File: src/rtl/rot_stream_pkg.sv
// Shared definitions for the rotating stream block: operand widths,
// direction encoding and the direction-to-amount mapping used by the top.
package rot_stream_pkg;

   localparam int ROT_W = 8;
   localparam int AMT_W = 3;

   localparam logic DIR_RIGHT = 1'b0;
   localparam logic DIR_LEFT  = 1'b1;

   typedef logic [ROT_W-1:0] rot_data_t;
   typedef logic [AMT_W-1:0] rot_amt_t;

   // A left rotate by n equals a right rotate by (8 - n) mod 8, so the
   // rotator itself only ever needs to rotate right.
   function automatic rot_amt_t map_amt(input logic dir, input rot_amt_t amt);
      rot_amt_t mapped;
      if (dir == DIR_LEFT) begin
         mapped = rot_amt_t'(0) - amt;
      end else begin
         mapped = amt;
      end
      return mapped;
   endfunction

endpackage

File: src/rtl/rot_stream_rot.sv
// Purely combinational 8-bit rotate-right by a 3-bit amount.
module rot
   import rot_stream_pkg::*;
(
   input  rot_data_t data,
   input  rot_amt_t  amt,
   output rot_data_t result
);

   // Output bit i takes input bit (i + amt) mod 8; the 3-bit index wraps naturally.
   always_comb begin
      result = '0;
      for (int i = 0; i < ROT_W; i++) begin
         result[i] = data[AMT_W'(i) + amt];
      end
   end

endmodule

File: src/rtl/rot_stream.sv
// Rotates incoming bytes and queues the results in a small FIFO with
// valid/ready handshakes on both sides and a completed-transfer counter.
module rot_stream
   import rot_stream_pkg::*;
#(
   parameter int DEPTH = 2,
   parameter int CNT_W = 16
) (
   input  logic             clk,
   input  logic             rst,
   input  logic             in_valid,
   output logic             in_ready,
   input  logic [ROT_W-1:0] in_data,
   input  logic [AMT_W-1:0] in_amt,
   input  logic             in_dir,
   output logic             out_valid,
   input  logic             out_ready,
   output logic [ROT_W-1:0] out_data,
   output logic [CNT_W-1:0] done_cnt
);

   localparam int PTR_W = $clog2(DEPTH);

   logic [PTR_W:0] wr_ptr;
   logic [PTR_W:0] rd_ptr;
   logic [PTR_W:0] occupancy;
   rot_data_t      mem [DEPTH];
   rot_data_t      rotated;
   rot_amt_t       eff_amt;
   logic           push;
   logic           pop;

   assign eff_amt = map_amt(in_dir, in_amt);

   rot u_rot (
      .data   (in_data),
      .amt    (eff_amt),
      .result (rotated)
   );

   // Pointers carry one extra wrap bit so full and empty differ in occupancy.
   assign occupancy = wr_ptr - rd_ptr;
   assign in_ready  = !rst && (occupancy < (PTR_W+1)'(DEPTH));
   assign out_valid = (occupancy != '0);
   assign push      = in_valid && in_ready;
   assign pop       = out_valid && out_ready;
   assign out_data  = out_valid ? mem[rd_ptr[PTR_W-1:0]] : '0;

   always_ff @(posedge clk or posedge rst) begin
      if (rst) begin
         wr_ptr   <= '0;
         rd_ptr   <= '0;
         done_cnt <= '0;
      end else begin
         if (push) begin
            wr_ptr <= wr_ptr + 1'b1;
         end
         if (pop) begin
            rd_ptr   <= rd_ptr + 1'b1;
            done_cnt <= done_cnt + 1'b1;
         end
      end
   end

   // Storage needs no reset: an entry is only visible once the pointers cover it.
   always_ff @(posedge clk) begin
      if (push) begin
         mem[wr_ptr[PTR_W-1:0]] <= rotated;
      end
   end

endmodule

File: config.mk
export PLATFORM = sky130hd
export DESIGN_NAME = rot_stream
export DESIGN_NICKNAME = d
export VERILOG_FILES = /design/src/rtl/rot_stream_pkg.sv /design/src/rtl/rot_stream_rot.sv /design/src/rtl/rot_stream.sv
export SDC_FILE = /design/constraint.sdc
export NUM_CORES = 1
export LEC_CHECK = 0
export BUFFER_PORTS_ARGS = -buffer_cell sky130_fd_sc_hd__buf_2
export CAP_MARGIN = 20
export CORE_MARGIN = 5
export CORE_UTILIZATION = 50
export CTS_CLUSTER_DIAMETER = 80
export DETAILED_ROUTE_END_ITERATION = 12
export PLACE_DENSITY = 0.74
export SYNTH_ARGS = -nofsm -noshare
export SYNTH_HDL_FRONTEND = slang
export SYNTH_SLANG_ARGS = --single-unit
File: constraint.sdc
create_clock -name clk -period 2.05 [get_ports clk]
set_input_delay 0.205 -clock clk [delete_from_list [all_inputs] [get_ports clk]]
set_output_delay 0.205 -clock clk [all_outputs]
set_load 0.05 [all_outputs]
# After elaboration in Yosys (flattened, before gate mapping)

Memory sizes are Yosys's and may differ from the RTL's.
Cells that the tools add are included.

Muxes and demuxes: 20
Reduce and logical (&&, ||, !) cells: 5
Order comparisons: 9
$add $sub $neg: 12

Operators by type and width:

| operator              | number |
|---|---|
| $lt 3x4->1 const B    | 8 |
| $bmux 1 s3            | 8 |
| $add 16x1->16 const B | 1 |
| $add 3x3->3 const A   | 4 |
| $mux 1                | 10 |
| $mux 8                | 1 |
| $add 2x3->3 const A   | 2 |
| $add 2x1->2 const B   | 2 |
| $add 1x3->3 const A   | 1 |
| $logic_and 1x1->1     | 3 |
| $mux 3                | 1 |
| $sub 1x3->3 const A   | 1 |
| $lt 2x2->1 const B    | 1 |
| $reduce_bool 2->1     | 1 |
| $sub 2x2->2           | 1 |
| $logic_not 1->1       | 1 |

Output and inout port bits: 26
Bits in writable memories: 16
Input bits: 16
Memories: 1
Logic and storage cells: 50
Flip-flop bits (word level): 20

Memories:

| name | depth | bits a word | read ports | clocked after memory_dff | wr ports | line             | text |
|---|---|---|---|---|---|---|---|
| mem  | 2     | 8           | 1          | 0                        | 1        | rot_stream.sv:27 | `rot_data_t mem [DEPTH];` |

# Longest topological paths before layout

Depth after elaboration: 6
Gate-level depth with buffers: 8
Depth with buffers taken out: 7

# Modules after synthesis

Synthesis repeated with hierarchy kept, for this count alone.

Cell total of the unflattened synthesis: 151
Area, all modules: 1985.7 sq um

By module, submodules not included:

| module     | sequential area each (sq um) | area an instance (sq um) | times used | cells each |
|---|---|---|---|---|
| rot_stream | 980.9                        | 1624.1                   | 1          | 126 |
| rot        | 0.0                          | 361.6                    | 1          | 25 |

# Least setup slack after synthesis

OpenSTA, ideal clock, no wires.

Path type: input to register
Start: in in_amt[0]
End: mem mem[0][1] (netlist name), data pin
Buffers on the path: 1
Arrival time: 2.498 ns
Path slack: -0.711 ns
Required time: 1.788 ns
Setup time: 0.262 ns
Stages on the path: 8
Path through: clkbuf_1 > inv_1 > ha_1 > mux2i_1 > inv_1 > ha_1 > mux4_2 > mux2_2

Word-level cells in the longest chain between the ends: 5

RTL lines:

| item                           | line                 | text |
|---|---|---|
| start, declared                | rot_stream.sv:14     | `input logic [AMT_W-1:0] in_amt,` |
| $sub 1x3->3                    | rot_stream_pkg.sv:19 | `mapped = rot_amt_t'(0) - amt;` |
| $mux 3 *                       | rot_stream_pkg.sv:18 | `if (dir == DIR_LEFT) begin` |
| $add 1x3->3 *                  | rot_stream_rot.sv:14 | `result[i] = data[AMT_W'(i) + amt];` |
| $bmux 1 s3 *                   | rot_stream_rot.sv:14 |  |
| $mux 1 (not written as such) * | rot_stream_rot.sv:14 |  |
| named net rotated[1]           | rot_stream.sv:28     | `rot_data_t rotated;` |
| end, declared                  | rot_stream.sv:27     |  |

Mark *: on every way through the listed nets, which the timed path passes. The rest lies on a longest branch. The select of a mux whose other input is x is not followed.

# Final worst setup path

Start: reg wr_ptr[0]
End: out out_data[4]

Word-level cells in the longest chain between the ends: 3

RTL lines:

| item                   | line             | text |
|---|---|---|
| start, declared        | rot_stream.sv:24 | `logic [PTR_W:0] wr_ptr;` |
| start signal, assigned | rot_stream.sv:56 | `wr_ptr <= wr_ptr + 1'b1;` |
| $sub 2x2->2            | rot_stream.sv:42 | `assign occupancy = wr_ptr - rd_ptr;` |
| $reduce_bool 2->1      | rot_stream.sv:44 | `assign out_valid = (occupancy != '0);` |
| $mux 8                 | rot_stream.sv:47 | `assign out_data = out_valid ? mem[rd_ptr[PTR_W-1:0]] : '0;` |
| end, declared          | rot_stream.sv:18 | `output logic [ROT_W-1:0] out_data,` |

No other way between the ends.

==> flow_summary.yaml <==
outcome:
  status: "finished, final reports clean"
power_and_ir_drop:
  power.density_mw_per_mm2: 1650
  power_mw: 3.99
  combPwrFrac: 0.615
  ir_drop_mv: 0.750
  clockPowerShare: 0.117
  p_leak_nw: 1.10
  p_int_mw: 2.04
  p_switching_mw: 1.95
  p_sw_frac: 0.490
  seq_power_share: 0.268
clocking:
  cts_sinks: 36
  clock_latency_ns: 0.28
  htreeDepth: 2
  cts_tree: "yes"
  cts_buffer_depth: 2
  cts.clk_slew.worst_paths_ns: 0.07
  cts_buffers: 5
  root_buffer: "clkbuf_8"
place:
  dp_worst_setup_slack_ns: 0.0213
  gp_congestion: 0.901
  dp_hpwl_um: 2940
  io_buffers: 41
detailed_routing:
  first_pass_iters: 4
  wl_per_cell_um: 14.2
  vias: 1363
  routed_wl_um: 3730
  drc_errors: 0
  drtAntennaViolNets: 0
  initialDrtViolationCount: 64
  drt-vias-per-instance: 5.20
global_routing:
  track_usage: 0.159
  grt_pass1_vias: 1469
  antenna_found_initial: 0
  grt_pass1_wl_um: 6500
  grt_max_degree: 21
  overflow: 0
die:
  ioPinCount: 42
  dieArea_mm2: 0.00518
  die_w_um: 72.0
  core_mm2: 0.00369
  placementRows: 22
  die_h_um: 72.0
  start_util: 0.521
sta:
  grt_setup_unrepaired: "false"
  setup_violations: 0
  setup_slack_ns: 0.0955
  worstMarginPinSlew_ns: 0.458
  fmax_mhz: 512
  finalCriticalPeriod_ns: 1.95
  fin_skew_ns: 0.00508
  relSlewSlack: 0.693
  maxSlewViolCount: 0
  fin_crit_sh: 0.953
  hold_viol: 0
  timing.setup.tns_ns: 0
logic_synthesis:
  synth.top_cells.by_count: "xnor2_1, dfrtp_1, mux2i_1, nand2_1, edfxtp_1"
  syn_inst: 158
  yosysWarnings: 0
  synth_cell_type_count: 27
  ys.flop_type: "dfrtp_1"
  synth_edf_count: 16
  synth_top_area_share: 0.261
  yosysMostFrequentCell: "xnor2_1"
  yosysSeqAreaShare: 0.511
  ys_async_sr_fraction: 0.556
  syn_nets: 178
  synth.avg_cell_area_um2: 12.2
  ys_seq_elements: 36
  synth_area_mm2: 0.00192
  synth.area.top_cells: "dfrtp_1, edfxtp_1, xnor2_1"
  yosys.area.top_type: "dfrtp_1"
worst_hold_path:
  hold_path.class: "in2reg"
  hold_path_startpoint: "out_ready"
cells_and_area:
  drive_gt1_frac: 0.360
  antenna_cells: 0
  nNetsFinal: 233
  post-route-util: 0.655
  fillers: 284
  area_growth_pct: 25.7
setup_path:
  critPathLaunch: "wr_ptr[0]"
  critPathMaxStageDelay_ns: 0.39
  cp_top_family: "flip-flops"
  r2r-start: "wr_ptr[0]"
  cp_data_required_time_ns: 1.85
  crit_type: "reg2out"
  crit_arrival_ns: 1.75
  r2r_setup_slack_ns: 0.25
  worst_path_max_delay_cell: "dfrtp_1"
  worstSetupEndpointType: "primary output"
  cp_max_fo: 9
  critPathLaunchType: "register"
  cp_cell_sequence: "inv_1 -> ha_2 -> xnor3_2 -> and2_4 -> nor2_1 -> buf_4"
  cp_num_buf_inv: 2
flow_run:
  maxCapViolCount: 0
cells by family after synthesis:
family	Yosys count	share of synthesized area
xor gates and xnor gates	25	0.121
AOI/OAI and AO/OA	3	0.00782
muxes	27	0.172
adders and majority gates	4	0.0261
DFF	36	0.511
buffers and inverters	9	0.0241
and+or+nand+nor	54	0.138
registers in the layout (all words and copies together) (netlist names):
name	flops
rd_ptr	2
mem	16
wr_ptr	2
done_cnt	16
through the flow:
step,area [µm²],hold slack (ns),instances
final,2410,0.245,262
after CTS,2400,0.239,261
after detailed placement,2270,0.289,251
after global routing,2410,0.238,262
after floorplan,1990,0.174,158
after global placement,2270,0.263,251
tightest hold or removal path, stage by stage:
cell and delay (ns):
buf_2 0.14, nand2_4 0.08, xnor2_1 0.06
layer usage:
metal  vias up  GRT usage  part of all wire  wire length, µm
li1        668          -                 -                -
met1       648      0.187              0.42             1560
met2        41      0.273              0.51             1900
met3         6     0.0499             0.062              231
met4         0     0.0605             0.010               38
met5         -          0                 0                0
placed cells by master, fill, tap and decap left out, types with 3 or more instances in the layout:
master and instances:
and3_1 3, buf_2 32, buf_4 15, buf_6 3
clkbuf_8 5, dfrtp_1 20, edfxtp_1 16, inv_1 3
mux2_2 3, mux2i_1 17, mux4_2 4, nand2_1 18
nand3_1 6, nand4_1 8, nor2_1 10, xnor2_1 21
xor2_1 3
power groups by stage:
stage               registers, mW  clock network [mW]  logic, mW
global route                 1.09               0.508       2.60
finish                       1.07               0.467       2.45
CTS                          1.07               0.476       2.43
global placement             1.07                   0       2.18
detailed placement           1.09                   0       2.22
floorplan                    1.28                   0       1.59
final timing paths:
path,to,depth (start not counted)
setup / recovery,out_data[4],6
hold / removal,done_cnt[0],3
setup reg to reg,done_cnt[15],7
hold reg to reg,done_cnt[15],1
max in group asynchronous,rd_ptr[0],4
min in group asynchronous,done_cnt[14],4
cell type report:
class / instances / area [µm²] / area share
flip-flops and latches: 36 / 981 / 0.406
repair buffers: 51 / 317 / 0.131
well taps: 48 / 60.1 / 0.0249
inverters: 6 / 32.5 / 0.0135
multi-input cells: 113 / 943 / 0.391
clock inverters: 1 / 5.00 / 0.00207
clock buffers: 7 / 76.3 / 0.0316
timing repair:
action	4_1_cts	5_1_grt
buffers inserted	1	1
setup endpoints to repair	9	10
hold buffers	1	0
gates resized for setup	13	3
hold endpoints to repair	20	0
(Power assumes the default switching activity.)
